<file path="config.mk">
export PLATFORM = sky130hd
export DESIGN_NAME = gecko_muldiv_sequencer
export DESIGN_NICKNAME = d
export VERILOG_FILES = /design/src/rtl/gecko_muldiv_sequencer.sv
export SDC_FILE = /design/constraint.sdc
export NUM_CORES = 1
export LEC_CHECK = 0
export BUFFER_PORTS_ARGS = -buffer_cell sky130_fd_sc_hd__buf_4
export CAP_MARGIN = 40
export CELL_PAD_IN_SITES_DETAIL_PLACEMENT = 1
export CELL_PAD_IN_SITES_GLOBAL_PLACEMENT = 2
export CORE_UTILIZATION = 36
export DETAILED_ROUTE_END_ITERATION = 12
export GPL_TIMING_DRIVEN = 0
export PLACE_DENSITY_LB_ADDON = 0.1
export SYNTH_ARGS = -nofsm -noshare
export SYNTH_HDL_FRONTEND = slang
export SYNTH_SLANG_ARGS = --single-unit
</file>
<file path="constraint.sdc">
create_clock -name clk -period 6.75 [get_ports clk]
set_clock_uncertainty 0.2 [all_clocks]
set_input_delay 0.675 -clock clk [delete_from_list [all_inputs] [get_ports clk]]
set_output_delay 0.675 -clock clk [all_outputs]
set_load 0.01 [all_outputs]
</file>
<file path="src/rtl/gecko_muldiv_sequencer.sv">
// gecko_muldiv_sequencer
// Iterative RV32M multiply/divide unit. One operation at a time: operands are
// captured as magnitudes plus signs, 32 shift-add (MULT) or restoring-divide
// (DIV) steps run on a shared hi/lo register pair, a single fix-up cycle applies
// signs and selects the result, and the result is held until writeback takes it.
//
// Ports
//   clk, rst                  clock, asynchronous active-high reset
//   op_valid/op_ready         operation handshake from execute
//   op_is_div, op_math_type   operation select (MULT: MUL/MULH/MULHU/MULHSU,
//                             DIV: DIV/DIVU/REM/REMU)
//   op_a, op_b                rs1 / rs2 values
//   op_reg_addr/_status,
//   op_jump_flag              destination metadata, echoed with the result
//   flush                     kill any in-flight or pending result
//   busy                      not idle
//   result_valid/result_ready writeback handshake
//   result_value/_addr/
//   _reg_status/_jump_flag    result and captured metadata
module gecko_muldiv_sequencer #(
    parameter int ITERATIONS = 32
) (
    input  logic        clk,
    input  logic        rst,
    input  logic        op_valid,
    output logic        op_ready,
    input  logic        op_is_div,
    input  logic [1:0]  op_math_type,
    input  logic [31:0] op_a,
    input  logic [31:0] op_b,
    input  logic [4:0]  op_reg_addr,
    input  logic [2:0]  op_reg_status,
    input  logic        op_jump_flag,
    input  logic        flush,
    output logic        busy,
    output logic        result_valid,
    input  logic        result_ready,
    output logic [31:0] result_value,
    output logic [4:0]  result_addr,
    output logic [2:0]  result_reg_status,
    output logic        result_jump_flag
);
    localparam int CW = $clog2(ITERATIONS);
    localparam logic [CW-1:0] LAST = CW'(ITERATIONS - 1);

    typedef enum logic [1:0] {IDLE, ITERATE, FIXUP, DONE} state_t;

    state_t        state_q;
    logic [CW-1:0] count_q;
    logic          is_div_q, sa_q, sb_q, dz_q;
    logic [1:0]    type_q;
    logic [31:0]   opnd_q;   // multiplicand or divisor magnitude
    logic [31:0]   hi_q;     // product high half / partial remainder
    logic [31:0]   lo_q;     // product low half / dividend-quotient
    logic [4:0]    meta_addr_q;
    logic [2:0]    meta_status_q;
    logic          meta_jump_q;
    logic [31:0]   res_value_q;
    logic [4:0]    res_addr_q;
    logic [2:0]    res_status_q;
    logic          res_jump_q;

    logic        accept, a_signed, b_signed, sa_d, sb_d, dz_d;
    logic [31:0] mag_a_d, mag_b_d, hi_d, lo_d, diff, quo, rem, fix_d;
    logic [32:0] mul_sum, div_shift;
    logic        div_ok;
    logic [63:0] prod, prod_s;

    assign op_ready     = ~flush & ((state_q == IDLE) | ((state_q == DONE) & result_ready));
    assign accept       = op_valid & op_ready;
    assign busy         = (state_q != IDLE);
    assign result_valid = (state_q == DONE);

    assign result_value      = res_value_q;
    assign result_addr       = res_addr_q;
    assign result_reg_status = res_status_q;
    assign result_jump_flag  = res_jump_q;

    // Operand signedness: a is signed for MULH/MULHSU/DIV/REM, b for MULH/DIV/REM.
    always_comb begin
        a_signed = op_is_div ^ op_math_type[0];
        b_signed = op_is_div ? ~op_math_type[0] : (op_math_type == 2'd1);
        sa_d     = a_signed & op_a[31];
        sb_d     = b_signed & op_b[31];
        mag_a_d  = sa_d ? -op_a : op_a;
        mag_b_d  = sb_d ? -op_b : op_b;
        dz_d     = op_is_div & (op_b == 32'd0);
    end

    // One iteration step.
    always_comb begin
        mul_sum   = {1'b0, hi_q} + (lo_q[0] ? {1'b0, opnd_q} : 33'd0);
        div_shift = {hi_q, lo_q[31]};
        div_ok    = (div_shift >= {1'b0, opnd_q});
        // On a successful trial the difference is below the divisor, so the
        // low 32 bits of the subtraction are exact.
        diff      = div_shift[31:0] - opnd_q;
        if (is_div_q) begin
            hi_d = div_ok ? diff : div_shift[31:0];
            lo_d = {lo_q[30:0], div_ok};
        end else begin
            hi_d = mul_sum[32:1];
            lo_d = {mul_sum[0], lo_q[31:1]};
        end
    end

    // Sign fix-up and result select. For divide by zero hi_q holds |a|, so the
    // remainder path reproduces op_a without a separate copy.
    always_comb begin
        prod   = {hi_q, lo_q};
        prod_s = (sa_q ^ sb_q) ? -prod : prod;
        quo    = (sa_q ^ sb_q) ? -lo_q : lo_q;
        rem    = sa_q ? -hi_q : hi_q;
        if (is_div_q) begin
            if (type_q[1]) fix_d = rem;
            else           fix_d = dz_q ? 32'hFFFF_FFFF : quo;
        end else begin
            fix_d = (type_q == 2'd0) ? prod_s[31:0] : prod_s[63:32];
        end
    end

    always_ff @(posedge clk or posedge rst) begin
        if (rst) begin
            state_q       <= IDLE;
            count_q       <= '0;
            is_div_q      <= 1'b0;
            type_q        <= 2'd0;
            sa_q          <= 1'b0;
            sb_q          <= 1'b0;
            dz_q          <= 1'b0;
            opnd_q        <= '0;
            hi_q          <= '0;
            lo_q          <= '0;
            meta_addr_q   <= '0;
            meta_status_q <= '0;
            meta_jump_q   <= 1'b0;
            res_value_q   <= '0;
            res_addr_q    <= '0;
            res_status_q  <= '0;
            res_jump_q    <= 1'b0;
        end else if (flush) begin
            state_q <= IDLE;
            count_q <= '0;
        end else if (accept) begin
            // accept only fires in IDLE, or in DONE while the result is taken
            state_q       <= dz_d ? FIXUP : ITERATE;
            count_q       <= '0;
            is_div_q      <= op_is_div;
            type_q        <= op_math_type;
            sa_q          <= sa_d;
            sb_q          <= sb_d;
            dz_q          <= dz_d;
            opnd_q        <= mag_b_d;
            hi_q          <= dz_d ? mag_a_d : 32'd0;
            lo_q          <= mag_a_d;
            meta_addr_q   <= op_reg_addr;
            meta_status_q <= op_reg_status;
            meta_jump_q   <= op_jump_flag;
        end else begin
            case (state_q)
                ITERATE: begin
                    hi_q    <= hi_d;
                    lo_q    <= lo_d;
                    count_q <= count_q + 1'b1;
                    if (count_q == LAST) state_q <= FIXUP;
                end
                FIXUP: begin
                    res_value_q  <= fix_d;
                    res_addr_q   <= meta_addr_q;
                    res_status_q <= meta_status_q;
                    res_jump_q   <= meta_jump_q;
                    state_q      <= DONE;
                end
                DONE: if (result_ready) state_q <= IDLE;
                default: state_q <= IDLE;
            endcase
        end
    end
endmodule

</file>
# [Word level (Yosys, flattened, before mapping)]
# Cells that the tools add are included.
[classes] mux=28 eq_ne=7 n_lt_le_gt_ge=1 reduce_logical=10 add_sub_neg=8 n_bitwise=12
[op_table] operator="$mux 32" n=17
[op_table] operator="$neg 32->32" n=4
[op_table] operator="$mux 64" n=1
[op_table] operator="$neg 64->64" n=1
[op_table] operator="$add 32x32->33" n=1
[op_table] operator="$ge 33x32->1" n=1
[op_table] operator="$logic_not 32->1" n=1
[op_table] operator="$sub 32x32->32" n=1
[op_table] operator="$mux 5" n=3
[op_table] operator="$mux 2" n=5
[op_table] operator="$and 1x1->1" n=6
[op_table] operator="$pmux 2 s3" n=1
[op_table] operator="$reduce_and 2->1" n=3
[op_table] operator="$add 5x1->5 const B" n=1
[op_table] operator="$eq 5x5->1 const B" n=1
[op_table] operator="$eq 2x1->1 const B" n=2
[op_table] operator="$eq 2x2->1 const B" n=2
[op_table] operator="$logic_not 2->1" n=2
[op_table] operator="$ne 4x2->1 const B" n=1
[op_table] operator="$ne 4x4->1 const B" n=1
[op_table] operator="$reduce_bool 2->1" n=2
[op_table] operator="$not 1->1" n=3
[op_table] operator="$reduce_and 3->1" n=1
[op_table] operator="$reduce_bool 3->1" n=1
[op_table] operator="other kinds (3)" n=4
[word_totals] in_bits=81 wordCells=83 register_bits=159 out_inout_bits=44

# [Longest topological paths before layout]
# Gate-level depths: netlist (run 1).
[logic_depth] ltp_word=7 ltp_mapped=14 ltp_nobuf=13

# [Worst setup path after synthesis (run 1)]
# Ideal clock, no wire load.
[synth_path] path_type="register to register" start="register lo_q[0]" end="register hi_q[27]" path_slack_ns=3.166 synth_period_minus_slack_ns=3.584 t_required_ns=6.423 setup_ns=0.127 path_stages_with_launch=14 path_buffers=1 arrival_ns=3.258 cell_sequence="dfrtp_1 > inv_1 > buf_1 > nor2_1 > fa_1 > a211o_1 > a211oi_1 > o21ai_0 > o31ai_1 > a211oi_1 > nand2b_1 > o31a_1 > a31oi_1 > o31ai_1"
[synth_between] elab_chain_cells=5
[synth_lines] item="start, declared" line_no="54" rtl="logic [31:0] lo_q;"
[synth_lines] item="start signal, assigned" line_no="155" rtl="lo_q <= mag_a_d;"
[synth_lines] item="start signal, assigned" line_no="163" rtl="lo_q <= lo_d;"
[synth_lines] item="$mux 32" line_no="92" rtl="mul_sum = {1'b0, hi_q} + (lo_q[0] ? {1'b0, opnd_q} : 33'd0);"
[synth_lines] item="$add 32x32->33" line_no="92"
[synth_lines] item="$mux 32" line_no="98" rtl="if (is_div_q) begin"
[synth_lines] item="$mux 32" line_no="160" rtl="case (state_q)"
[synth_lines] item="$mux 32" line_no="144" rtl="end else if (accept) begin"
[synth_lines] item="end signal, assigned" line_no="154" rtl="hi_q <= dz_d ? mag_a_d : 32'd0;"
[synth_lines] item="end signal, assigned" line_no="162" rtl="hi_q <= hi_d;"
[synth_lines] item="end, declared" line_no="53" rtl="logic [31:0] hi_q;"
# No other way between the ends. The select of a mux whose other input is x is not followed.
# A chain may end at the register's enable or synchronous reset.

# [Final worst setup path (run 1)]
[layout_path] start="register lo_q[0]" end="register hi_q[31]"
# The elaborated chain is that of the path after synthesis.

==> results of run 1 <==
## metrics by stage
stage	worst slack, ps	area [sq um]
floorplan	1580	15000
global placement	-766	16600
detailed placement	1640	16800
CTS	1620	17300
global route	1480	17300
finish	1710	17300
## how the worst min path moves through the flow
stage / start / to / slack (ps) / cells after the start
2_1_floorplan: meta_addr_q[0] / result_addr[0] / 240 / 2
3_3_place_gp: meta_addr_q[0] / result_addr[0] / 250 / 2
3_5_place_dp: meta_addr_q[2] / result_addr[2] / 260 / 2
4_1_cts: rst / result_value[2] / 120 / 2
5_1_grt: rst / result_value[6] / 150 / 2
6_report: rst / result_value[8] / 90 / 2
## per-layer routing
metal,track usage (%),part of all wire [%],vias up
li1,-,-,7373
met5,0,0.019,-
met4,16.5,4.7,2
met1,41.1,43,7759
met2,55.3,48,482
met3,3.82,4.4,154
## sequential cells by signal, indices dropped and copies added (netlist names)
name / count
hi_q: 32
sa_q: 1
meta_addr_q: 5
opnd_q: 32
meta_jump_q: 1
sb_q: 1
result_value: 32
is_div_q: 1
state_q: 2
meta_status_q: 3
type_q: 2
result_jump_flag: 1
lo_q: 32
dz_q: 1
result_addr: 5
count_q: 5
result_reg_status: 3
## cells in the mapped netlist (12+ instances only)
library cell,instances
nor3_1,38
and2_1,14
inv_1,63
a211oi_1,16
nand4_1,18
a221o_1,13
a31oi_1,34
nand2_1,265
ha_1,75
xor2_1,85
buf_1,12
o211ai_1,31
nand2b_1,13
mux2i_1,41
a21o_1,40
nand3_1,54
o31ai_1,26
o221ai_1,13
a21oi_1,146
xnor2_1,117
nor2_1,171
o21ai_0,190
clkbuf_1,103
o21a_1,12
a221oi_1,21
dfrtp_1,159
## report_power, final
part           switching [uW]  internal, uW  total [uW]
clock                     481           525        1010
combinational            3960          2330        6290
sequential                552          1350        1900
## layout make-up
| type | count | area share, % |
|---|---|---|
| multi-input combinational | 1610 | 59.1 |
| sequential | 159 | 23.0 |
| timing repair buffer | 138 | 6.42 |
| tap | 532 | 3.84 |
| buffer | 128 | 2.95 |
| clock buffer | 19 | 2.55 |
| inverter | 63 | 1.41 |
| clock inverter | 13 | 0.751 |
## logic make-up (layout without fill, tap and decap cells)
kind of cell,after synthesis,in the layout,share of synthesized area [%]
AND/OR/NAND/NOR,661,661,20.5
AO/OA/AOI/OAI,624,624,26.5
XOR/XNOR,202,202,11.8
buffers and inverters,191,361,5.00
flip-flops,159,159,26.6
adder cells (fa/ha/maj),77,77,6.53
multiplexers,46,46,3.12
==> results.md, run 1 <==
* Outcome: complete, no violations
* Vias in the first global route at 16,394
* Post-synthesis cell area at 15,000 sq um
* Ports at 125
* Worst Setup End Kind: register
* Via Count at 15,770
* H-tree depth at 4
* Seq/Total Area, Yosys at 26.6%
* Initial antenna violation count at 3
* Predominant post-synthesis flop cell: dfrtp_1
* N_diodes at 0
* Avg Synthesized Cell Area at 7.64 sq um
* Area of the die at 42,400 sq um
* Unrepaired setup endpoints after global routing: no
* CTS clk-pin slew, worst paths at 80 ps
* Synth Register Bits at 159
* # port buffers at 124
* Synthesis Warnings at 0
* Commonest non-fill, non-tap cell in the layout: nand2_1
* Post-DP HPWL at 55,600 um
* Postcts setup bufs at 0
* Slowest stage delay, CP at 560 ps
* Core box area at 40,900 sq um
* Initial Util at 36.6%
* Avg WL per Cell at 25.6 um
* Crit path launch type: register
* Tot GR Track Use at 32.8%
* Arr. time, crit path at 5200 ps
* CTS tree: done
* Most frequent cells in the layout: nand2_1 (265), o21ai_0 (190), nor2_1 (171), dfrtp_1 (159), a21oi_1 (146)
* Fin nets at 2,275
* Fin. max-slew vios at 0
* Number of cells on the worst reg-to-reg path at 13
* DRT iter0 DRCs at 1,061
* Count of cell types in the netlist at 87
* # DRC at 0
* Cell taking the most area after synthesis: dfrtp_1
* Register area at 3980 sq um
* Cell family with most CP delay: compound AO/OA/AOI/OAI gates
* Critical Path Sink: hi_q[31]
* Cell chain of the critical path: inv_1 -> buf_1 -> nor2_1 -> fa_1 -> a211o_1 -> a211oi_1 -> o21ai_0 -> o31ai_1 -> a211oi_1 -> nand2b_1 -> a221oi_1 -> or4_1 -> o211ai_1
* Post-Layout Cell Count at 2,662
* Drt total wl at 68,100 um
* Crit path depth at 13
* Total chip power at 9190 uW
* Std-Cell Rows at 74
* Resized cells post-CTS at 0
* R2r startpoint: lo_q[0]
* Worst VDD drop at 0.156 mV
* CTS Buf Count at 17
* Fin crit share at 74.7%
* Clock Path Buffers at 2
* Fin. Hold Viols at 0
* Max Cap Viol at 0
* Synthesized Nets at 2,118
* Power per cell area at 530 nW/um^2
* Hold Slack at 87.9 ps
* Via-to-Cell Ratio at 5.92
* Placed cell count at 2,630
* Synth top area share at 26.6%
* Hold buffers post-CTS at 0
* Layout Area Growth over Synthesis at 15.7%
* CP Data Required Time at 6900 ps
* WP buf/inv at 2
* Core Util, Final at 42.4%
* Register-to-register setup slack at 1710 ps
* Leakage power at 0.00752 uW
* Rel. slew slack at 33.0%
* Worst r2r dst: hi_q[31]
* Total negative slack at 0 ps
* Total congestion overflow at 0
* Die span in x at 206 um
* FFs w/ async S/R, synth at 100%
* Antenna Violating Nets Remaining at 0
* Synth area leaders: dfrtp_1 (27%), xnor2_1 (6.8%), nand2_1 (6.6%)
* Worst Tran Pin Value at 1000 ps
* Clk sinks at 159
* Cells after Synth at 1,960
* Critical-path top delay cell: o31ai_1
* Skew-Pair Late Insertion Delay at 480 ps
* DRT Pass-1 Iters at 5
* Count of final setup violators at 0
* Die height at 206 um
* Layout cells sized above 1 at 10.3%
* Multi-input logic area at 10,300 sq um
* Most used cell along the critical path: a211oi_1
* First-pass GRT wire length at 103,000 um
* CP Class: reg2reg
* GPL Wtd Cong at 0.940
* Number of synthesized flops with an enable pin at 0
* Largest net degree at the start of global routing at 91
* CP max FO at 10
* # fillers at 5,110
* Min-delay worst type: in2async
* Fmax at 0.198 GHz
* Clock Root Buffer: clkbuf_16
* Post-layout min period at 5040 ps
* Launch point of the worst path: lo_q[0]
(Power assumes the default switching activity.)
==> run 2: changes to the inputs <==
--- a/config.mk
+++ b/config.mk
@@ -5,11 +5,12 @@
 export SDC_FILE = /design/constraint.sdc
 export NUM_CORES = 1
 export LEC_CHECK = 0
+export ABC_AREA = 1
 export BUFFER_PORTS_ARGS = -buffer_cell sky130_fd_sc_hd__buf_4
 export CAP_MARGIN = 40
 export CELL_PAD_IN_SITES_DETAIL_PLACEMENT = 1
 export CELL_PAD_IN_SITES_GLOBAL_PLACEMENT = 2
-export CORE_UTILIZATION = 36
+export CORE_UTILIZATION = 30
 export DETAILED_ROUTE_END_ITERATION = 12
 export GPL_TIMING_DRIVEN = 0
 export PLACE_DENSITY_LB_ADDON = 0.1
==> constraint.sdc (replaced) <==
create_clock -name clk -period 4.4 [get_ports clk]
set_clock_uncertainty 0.2 [all_clocks]
set_input_delay 0.44 -clock clk [delete_from_list [all_inputs] [get_ports clk]]
set_output_delay 0.44 -clock clk [all_outputs]
set_load 0.01 [all_outputs]
==> run 2 against run 1 <==
Count of clock-buffer cells in the layout rose by 2. Routed wire length rose by 47%. Critical path depth grew 6. Cell area up 20%. Combinational power rose by 110%. Sequential power up 75%. Sequential cell count unchanged. Worst hold slack lost 59 ps. Maximum frequency increased by 24%. Synthesized cell count grew 56%. Via count grew 38%. Cell count grew 51%. Highest routed layer is now met4.
==> results.md, run 2 <==
* P_sw at 11,200 uW (was 4990 uW)
* CTS clk-pin slew, worst paths at 80 ps (about the same)
* # port buffers at 124 (unchanged)
* Cell taking the most area after synthesis: dfrtp_1 (unchanged)
* Layout cells sized above 1 at 8.70% (was 10.3%)
* Via-to-Cell Ratio at 5.41 (was 5.92)
* Fin nets at 3,386 (was 2,275)
* Postcts setup bufs at 0 (unchanged)
* Post-synthesis cell area at 17,900 sq um (was 15,000 sq um)
* Unrepaired setup endpoints after global routing: no (unchanged)
* Most used cell along the critical path: nand2_1 (was a211oi_1)
* Die span in x at 246 um (was 206 um)
* Arr. time, crit path at 4260 ps (was 5200 ps)
* Clk sinks at 159 (unchanged)
* Register share of total power at 18.4% (was 20.7%)
* Leakage power at 0.0106 uW (was 0.00752 uW)
* Worst Setup End Kind: register (unchanged)
* CP Class: reg2reg (unchanged)
* Fmax at 0.246 GHz (was 0.198 GHz)
* Total congestion overflow at 0 (unchanged)
* Power per cell area at 871 nW/um^2 (was 530 nW/um^2)
* Fin. max-slew vios at 0 (unchanged)
* Crit path launch type: register (unchanged)
* Fin. Hold Viols at 0 (unchanged)
* Count of cell types in the netlist at 58 (was 87)
* Synth cell count leaders: nand2_1 (965), inv_1 (401), nor2_1 (355) (was nand2_1 (265), o21ai_0 (190), nor2_1 (171))
* Comb pwr share at 72.0% (was 68.4%)
* Synthesized Nets at 3,222 (was 2,118)
* Via Count at 21,739 (was 15,770)
* Count of final setup violators at 0 (unchanged)
* Min-delay worst type: in2reg (was in2async)
* Synthesis Warnings at 0 (unchanged)
* Cells after Synth at 3,064 (was 1,960)
* Synth Register Bits at 159 (unchanged)
* Worst Tran Pin Value at 970 ps (was 1000 ps)
* Rel. slew slack at 35.4% (was 33.0%)
* Antenna Violating Nets Remaining at 0 (unchanged)
* Sw frac at 61.8% (was 54.3%)
* Core box area at 59,000 sq um (was 40,900 sq um)
* CP max FO at 10 (unchanged)
* Top-count cell post-synth: nand2_1 (unchanged)
* Clock Root Buffer: clkbuf_16 (unchanged)
* Number of synthesized flops with an enable pin at 0 (unchanged)
* Predominant post-synthesis flop cell: dfrtp_1 (unchanged)
* Max Cap Viol at 0 (unchanged)
* Most frequent cells in the layout: nand2_1 (965), inv_1 (400), nor2_1 (355), nand3_1 (287), a21oi_1 (187) (was nand2_1 (265), o21ai_0 (190), nor2_1 (171), dfrtp_1 (159), a21oi_1 (146))
* Layout Area Growth over Synthesis at 15.7% (about the same)
* Clock share of power at 9.6% (was 10.9%)
* Post-DP HPWL at 83,300 um (was 55,600 um)
* Slowest stage delay, CP at 690 ps (was 560 ps)
* Avg WL per Cell at 25.0 um (was 25.6 um)
* Skew-Pair Late Insertion Delay at 520 ps (was 480 ps)
* Largest net degree at the start of global routing at 38 (was 91)
* Std-Cell Rows at 89 (was 74)
* DRT iter0 DRCs at 1,845 (was 1,061)
* Fin crit share at 92.5% (was 74.7%)
* Drt total wl at 100,000 um (was 68,100 um)
* GPL Wtd Cong at 0.986 (was 0.940)
* Initial Util at 30.4% (was 36.6%)
* Synth area leaders: dfrtp_1 (22%), nand2_1 (20%), inv_1 (8.4%) (was dfrtp_1 (27%), xnor2_1 (6.8%), nand2_1 (6.6%))
* Tot GR Track Use at 33.4% (was 32.8%)
* Avg Synthesized Cell Area at 5.85 sq um (was 7.64 sq um)
* Ports at 125 (unchanged)
* Seq/Total Area, Yosys at 22.2% (was 26.6%)
* Vias in the first global route at 21,491 (was 16,394)
* First-pass GRT wire length at 146,000 um (was 103,000 um)
* Die height at 246 um (was 206 um)
* Commonest non-fill, non-tap cell in the layout: nand2_1 (unchanged)
* # DRC at 0 (unchanged)
* Core Util, Final at 35.1% (was 42.4%)
* Critical-path top delay cell: clkbuf_1 (was o31ai_1)
* Cell chain of the critical path: buf_6 -> clkbuf_1 -> nand2_1 -> inv_1 -> ha_1 -> fa_1 -> nand3_1 -> nand3_1 -> nand2_1 -> nand2_1 -> nand3_1 -> nand2_1 -> nand2_1 -> nand2_1 -> nand2_1 -> nand3_1 -> nand2_1 -> nor2_1 -> a21oi_1 (was inv_1 -> buf_1 -> nor2_1 -> fa_1 -> a211o_1 -> a211oi_1 -> o21ai_0 -> o31ai_1 -> a211oi_1 -> nand2b_1 -> a221oi_1 -> or4_1 -> o211ai_1)
* DRT Pass-1 Iters at 5 (unchanged)
* Worst VDD drop at 0.450 mV (was 0.156 mV)
* Total negative slack at 0 ps (unchanged)
* Synth top area share at 22.2% (was 26.6%)
* FFs w/ async S/R, synth at 100% (unchanged)
* CP Data Required Time at 4590 ps (was 6900 ps)
* Post-layout min period at 4070 ps (was 5040 ps)
* Clock Path Buffers at 2 (unchanged)
* CTS tree: done (unchanged)
* Initial antenna violation count at 4 (was 3)
* Area of the die at 60,700 sq um (was 42,400 sq um)
* Int Power at 6910 uW (was 4200 uW)
* H-tree depth at 4 (unchanged)
* Resized cells post-CTS at 0 (unchanged)
* Hold buffers post-CTS at 10 (was 0)
* Outcome: complete, no violations (unchanged)
* CTS Buf Count at 17 (unchanged)
run 2: worst max-delay path: cells and delay by family (launching register included):
kind | cells | cell delay (ps)
adder cells (fa/ha/maj) | 2 | 560
AND/OR/NAND/NOR | 13 | 1750
buffers and inverters | 3 | 980
flip-flops | 1 | 340
AO/OA/AOI/OAI | 1 | 120
run 2: worst paths after layout:
path                            cells past startpoint              endpoint  slack [ps]              from
worst max-delay path                               19              hi_q[21]         330           lo_q[0]
worst min-delay path                                3             type_q[0]          30   op_math_type[0]
worst max register to register                     19              hi_q[21]         330           lo_q[0]
worst min register to register                      2  result_reg_status[0]         280  meta_status_q[0]
max in group asynchronous                           6            opnd_q[25]        2630               rst
min in group asynchronous                           3      result_value[30]         320               rst
run 2: final cells by class:
class,count,area [sq um]
fill,7904,38300
tap,773,967
sequential,159,3980
buffer,105,499
multi-input combinational,2395,11900
clock buffer,21,450
clock inverter,11,180
antenna,2,5.00
timing repair buffer,145,1210
inverter,405,1520
run 2: through the flow:
step / setup WS [ps] / std cells / total power [uW] / cell area (sq um) / hold WS, ps
2_1_floorplan: 1630 / 3064 / 10600 / 17900 / 242
3_3_place_gp: 479 / 3961 / 15700 / 19800 / 252
3_5_place_dp: 510 / 3972 / 16000 / 20000 / 262
4_1_cts: 491 / 4014 / 17800 / 20700 / 5.04
5_1_grt: 142 / 4014 / 19300 / 20700 / 46.1
6_report: 332 / 4016 / 18100 / 20700 / 29.3
run 2: cell families after synthesis:
family / synth area share, %
and+or+nand+nor: 42.0
buffers and inverters: 11.3
AOI/OAI and AO/OA: 14.7
DFF: 22.2
xor gates and xnor gates: 4.45
adders and majority gates: 5.46
run 2: power groups by stage:
| stage | combinational [uW] | sequential, uW | clock, uW |
|---|---|---|---|
| floorplan | 7920 | 2690 | 0 |
| global placement | 12500 | 3270 | 0 |
| detailed placement | 12700 | 3290 | 0 |
| CTS | 12800 | 3270 | 1770 |
| global route | 14200 | 3340 | 1800 |
| finish | 13000 | 3330 | 1740 |
run 2: layer usage:
layer / vias to the layer above / share of wire (%) / track usage [%]
met4: 0 / 3.2 / 11.4
met1: 10674 / 47 / 46.7
met2: 732 / 42 / 50.1
li1: 10198 / - / -
met5: - / 0 / 0
met3: 135 / 7.7 / 7.40
==> run 3: changes to the inputs <==
--- a/config.mk
+++ b/config.mk
@@ -5,12 +5,12 @@
 export SDC_FILE = /design/constraint.sdc
 export NUM_CORES = 1
 export LEC_CHECK = 0
-export ABC_AREA = 1
+export ABC_AREA = 0
 export BUFFER_PORTS_ARGS = -buffer_cell sky130_fd_sc_hd__buf_4
 export CAP_MARGIN = 40
 export CELL_PAD_IN_SITES_DETAIL_PLACEMENT = 1
 export CELL_PAD_IN_SITES_GLOBAL_PLACEMENT = 2
-export CORE_UTILIZATION = 30
+export CORE_UTILIZATION = 33
 export DETAILED_ROUTE_END_ITERATION = 12
 export GPL_TIMING_DRIVEN = 0
 export PLACE_DENSITY_LB_ADDON = 0.1
==> run 3 against run 2 <==
Register-to-register slack worse by 270 ps. Core utilization up 4.5 points. Critical path type unchanged. Combinational power shrank 24%. Highest routed layer unchanged.
==> results.md, run 3 (synthesis gave the netlist of run 1 again) <==
* Outcome: complete, no violations (unchanged)
* Worst Tran Pin Value at 961 ps (was 970 ps)
* Initial antenna violation count at 2 (was 4)
* Clk sinks at 159 (unchanged)
* GPL Wtd Cong at 0.961 (was 0.986)
* Post-layout min period at 4340 ps (was 4070 ps)
* Via-to-Cell Ratio at 5.80 (was 5.41)
* Worst Setup End Kind: register (unchanged)
* Crit path launch type: register (unchanged)
* First-pass GRT wire length at 108,000 um (was 146,000 um)
* Via Count at 15,906 (was 21,739)
* CTS clk-pin slew, worst paths at 70 ps (was 80 ps)
* H-tree depth at 4 (unchanged)
* # fillers at 5,507 (was 7,904)
* Avg WL per Cell at 26.0 um (was 25.0 um)
* CP Data Required Time at 4580 ps (was 4590 ps)
* Fin nets at 2,295 (was 3,386)
* Fin. max-slew vios at 0 (unchanged)
* Postcts setup bufs at 0 (unchanged)
* Count of final setup violators at 0 (unchanged)
* Post-DP HPWL at 59,000 um (was 83,300 um)
* Power per cell area at 807 nW/um^2 (was 871 nW/um^2)
* CTS tree: done (unchanged)
* Max Cap Viol at 0 (unchanged)
* Core Util, Final at 39.7% (was 35.1%)
* Skew-Pair Late Insertion Delay at 510 ps (was 520 ps)
* Initial Util at 33.7% (was 30.4%)
* Fmax at 0.231 GHz (was 0.246 GHz)
* Die height at 215 um (was 246 um)
* Critical-path top delay cell: dfrtp_1 (was clkbuf_1)
* Fin. Hold Viols at 0 (unchanged)
* Cell chain of the critical path: ha_1 -> a21o_1 -> a31oi_1 -> a21oi_1 -> o21ai_1 -> a2111oi_2 -> o31ai_2 -> nand2_1 -> buf_2 -> a21boi_0 -> o21ai_0 (was buf_6 -> clkbuf_1 -> nand2_1 -> inv_1 -> ha_1 -> fa_1 -> nand3_1 -> nand3_1 -> nand2_1 -> nand2_1 -> nand3_1 -> nand2_1 -> nand2_1 -> nand2_1 -> nand2_1 -> nand3_1 -> nand2_1 -> nor2_1 -> a21oi_1)
* Cell family with most CP delay: compound AO/OA/AOI/OAI gates (was simple AND/OR/NAND/NOR gates)
* N_diodes at 0 (was 2)
* Die span in x at 215 um (was 246 um)
* Fin crit share at 98.6% (was 92.5%)
* Tot GR Track Use at 31.2% (was 33.4%)
* Slowest stage delay, CP at 700 ps (was 690 ps)
* Worst VDD drop at 0.306 mV (was 0.450 mV)
* Leakage power at 0.00761 uW (was 0.0106 uW)
* Area of the die at 46,200 sq um (was 60,700 sq um)
* DRT Pass-1 Iters at 5 (unchanged)
* Most frequent cells in the layout: nand2_1 (265), o21ai_0 (187), nor2_1 (171), dfrtp_1 (159), a21oi_1 (146) (was nand2_1 (965), inv_1 (400), nor2_1 (355), nand3_1 (287), a21oi_1 (187))
* Min-delay worst type: in2reg (unchanged)
* Clock Root Buffer: clkbuf_16 (unchanged)
* WP buf/inv at 1 (was 3)
* Total chip power at 14,300 uW (was 18,100 uW)
* Unrepaired setup endpoints after global routing: yes (was no)
* Std-Cell Rows at 77 (was 89)
* Rel. slew slack at 35.7% (was 35.4%)
* # DRC at 0 (unchanged)
* Clock Path Buffers at 2 (unchanged)
* Core box area at 44,500 sq um (was 59,000 sq um)
* DRT iter0 DRCs at 886 (was 1,845)
* CP Class: reg2reg (unchanged)
* CP max FO at 10 (unchanged)
* Ports at 125 (unchanged)
* Commonest non-fill, non-tap cell in the layout: nand2_1 (unchanged)
* Drt total wl at 71,400 um (was 100,000 um)
* # port buffers at 124 (unchanged)
* Largest net degree at the start of global routing at 38 (unchanged)
* Layout Area Growth over Synthesis at 17.9% (was 15.7%)
* Antenna Violating Nets Remaining at 0 (unchanged)
* CTS Buf Count at 17 (unchanged)
* Arr. time, crit path at 4520 ps (was 4260 ps)
* Vias in the first global route at 16,499 (was 21,491)
* Layout cells sized above 1 at 11.0% (was 8.70%)
* Total congestion overflow at 0 (unchanged)
-- run 3: worst reg2reg max path, cell delays in order (launching register included) --
cell and delay [ps]:
dfrtp_1 700, ha_1 400, a21o_1 210, a31oi_1 260, a21oi_1 150, o21ai_1 470, a2111oi_2 170, o31ai_2 480
nand2_1 480, buf_2 370, a21boi_0 210, o21ai_0 110
-- run 3: final cells by class --
type | count | area, sq um | area share [%]
flip-flops and latches | 159 | 3980 | 22.5
inverters | 63 | 244 | 1.38
clock inverters | 14 | 121 | 0.687
multi-input cells | 1610 | 10300 | 58.3
repair buffers | 158 | 1340 | 7.57
clock buffers | 18 | 429 | 2.43
well taps | 592 | 741 | 4.19
plain buffers | 128 | 517 | 2.93
-- run 3: stage by stage --
step           hold WS (ps)  std cells  instance area [sq um]  TNS, ps  setup WS [ps]
3_3_place_gp            250       2676                  16700    -7060           -665
6_report               23.0       2742                  17700        0           62.9
2_1_floorplan           239       1960                  15000        0            816
3_5_place_dp            207       2697                  16900    -5260           -717
4_1_cts                5.33       2742                  17600        0           42.8
5_1_grt                25.2       2742                  17700     -144          -38.5
-- run 3: final timing paths --
path                                startpoint              end  slack (ps)  cells past startpoint
worst max-delay path                   hi_q[3]         hi_q[23]          60                     11
worst min-delay path                   op_b[1]        opnd_q[1]          20                      3
worst max register to register         hi_q[3]         hi_q[23]          60                     11
worst min register to register  meta_addr_q[2]   result_addr[2]         270                      2
max in group asynchronous                  rst       opnd_q[29]        2820                      6
min in group asynchronous                  rst  result_value[8]         240                      3
-- run 3: timing repair --
item | in CTS | in global routing
endpoints found under the setup margin | 25 | 15
resized for setup | 9 | 8
endpoints found under the hold margin | 84 | 0
pin swaps | 1 | 0
hold buffers | 13 | 0
-- run 3: power breakdown --
group | switching (uW) | internal [uW] | leakage [uW] | total, uW
Clock | 766 | 737 | 0.000266 | 1500
Sequential | 838 | 2070 | 0.00199 | 2900
Combinational | 6230 | 3620 | 0.00536 | 9850
-- run 3: routing by layer --
metal | GRT usage [%] | wire (um) | vias up | share of wire (%)
li1 | - | - | 7401 | -
met1 | 38.4 | 30500 | 7974 | 43
met2 | 54.4 | 34900 | 417 | 49
met3 | 4.20 | 2900 | 114 | 4.1
met4 | 13.4 | 3020 | 0 | 4.2
met5 | 0 | 0 | - | 0
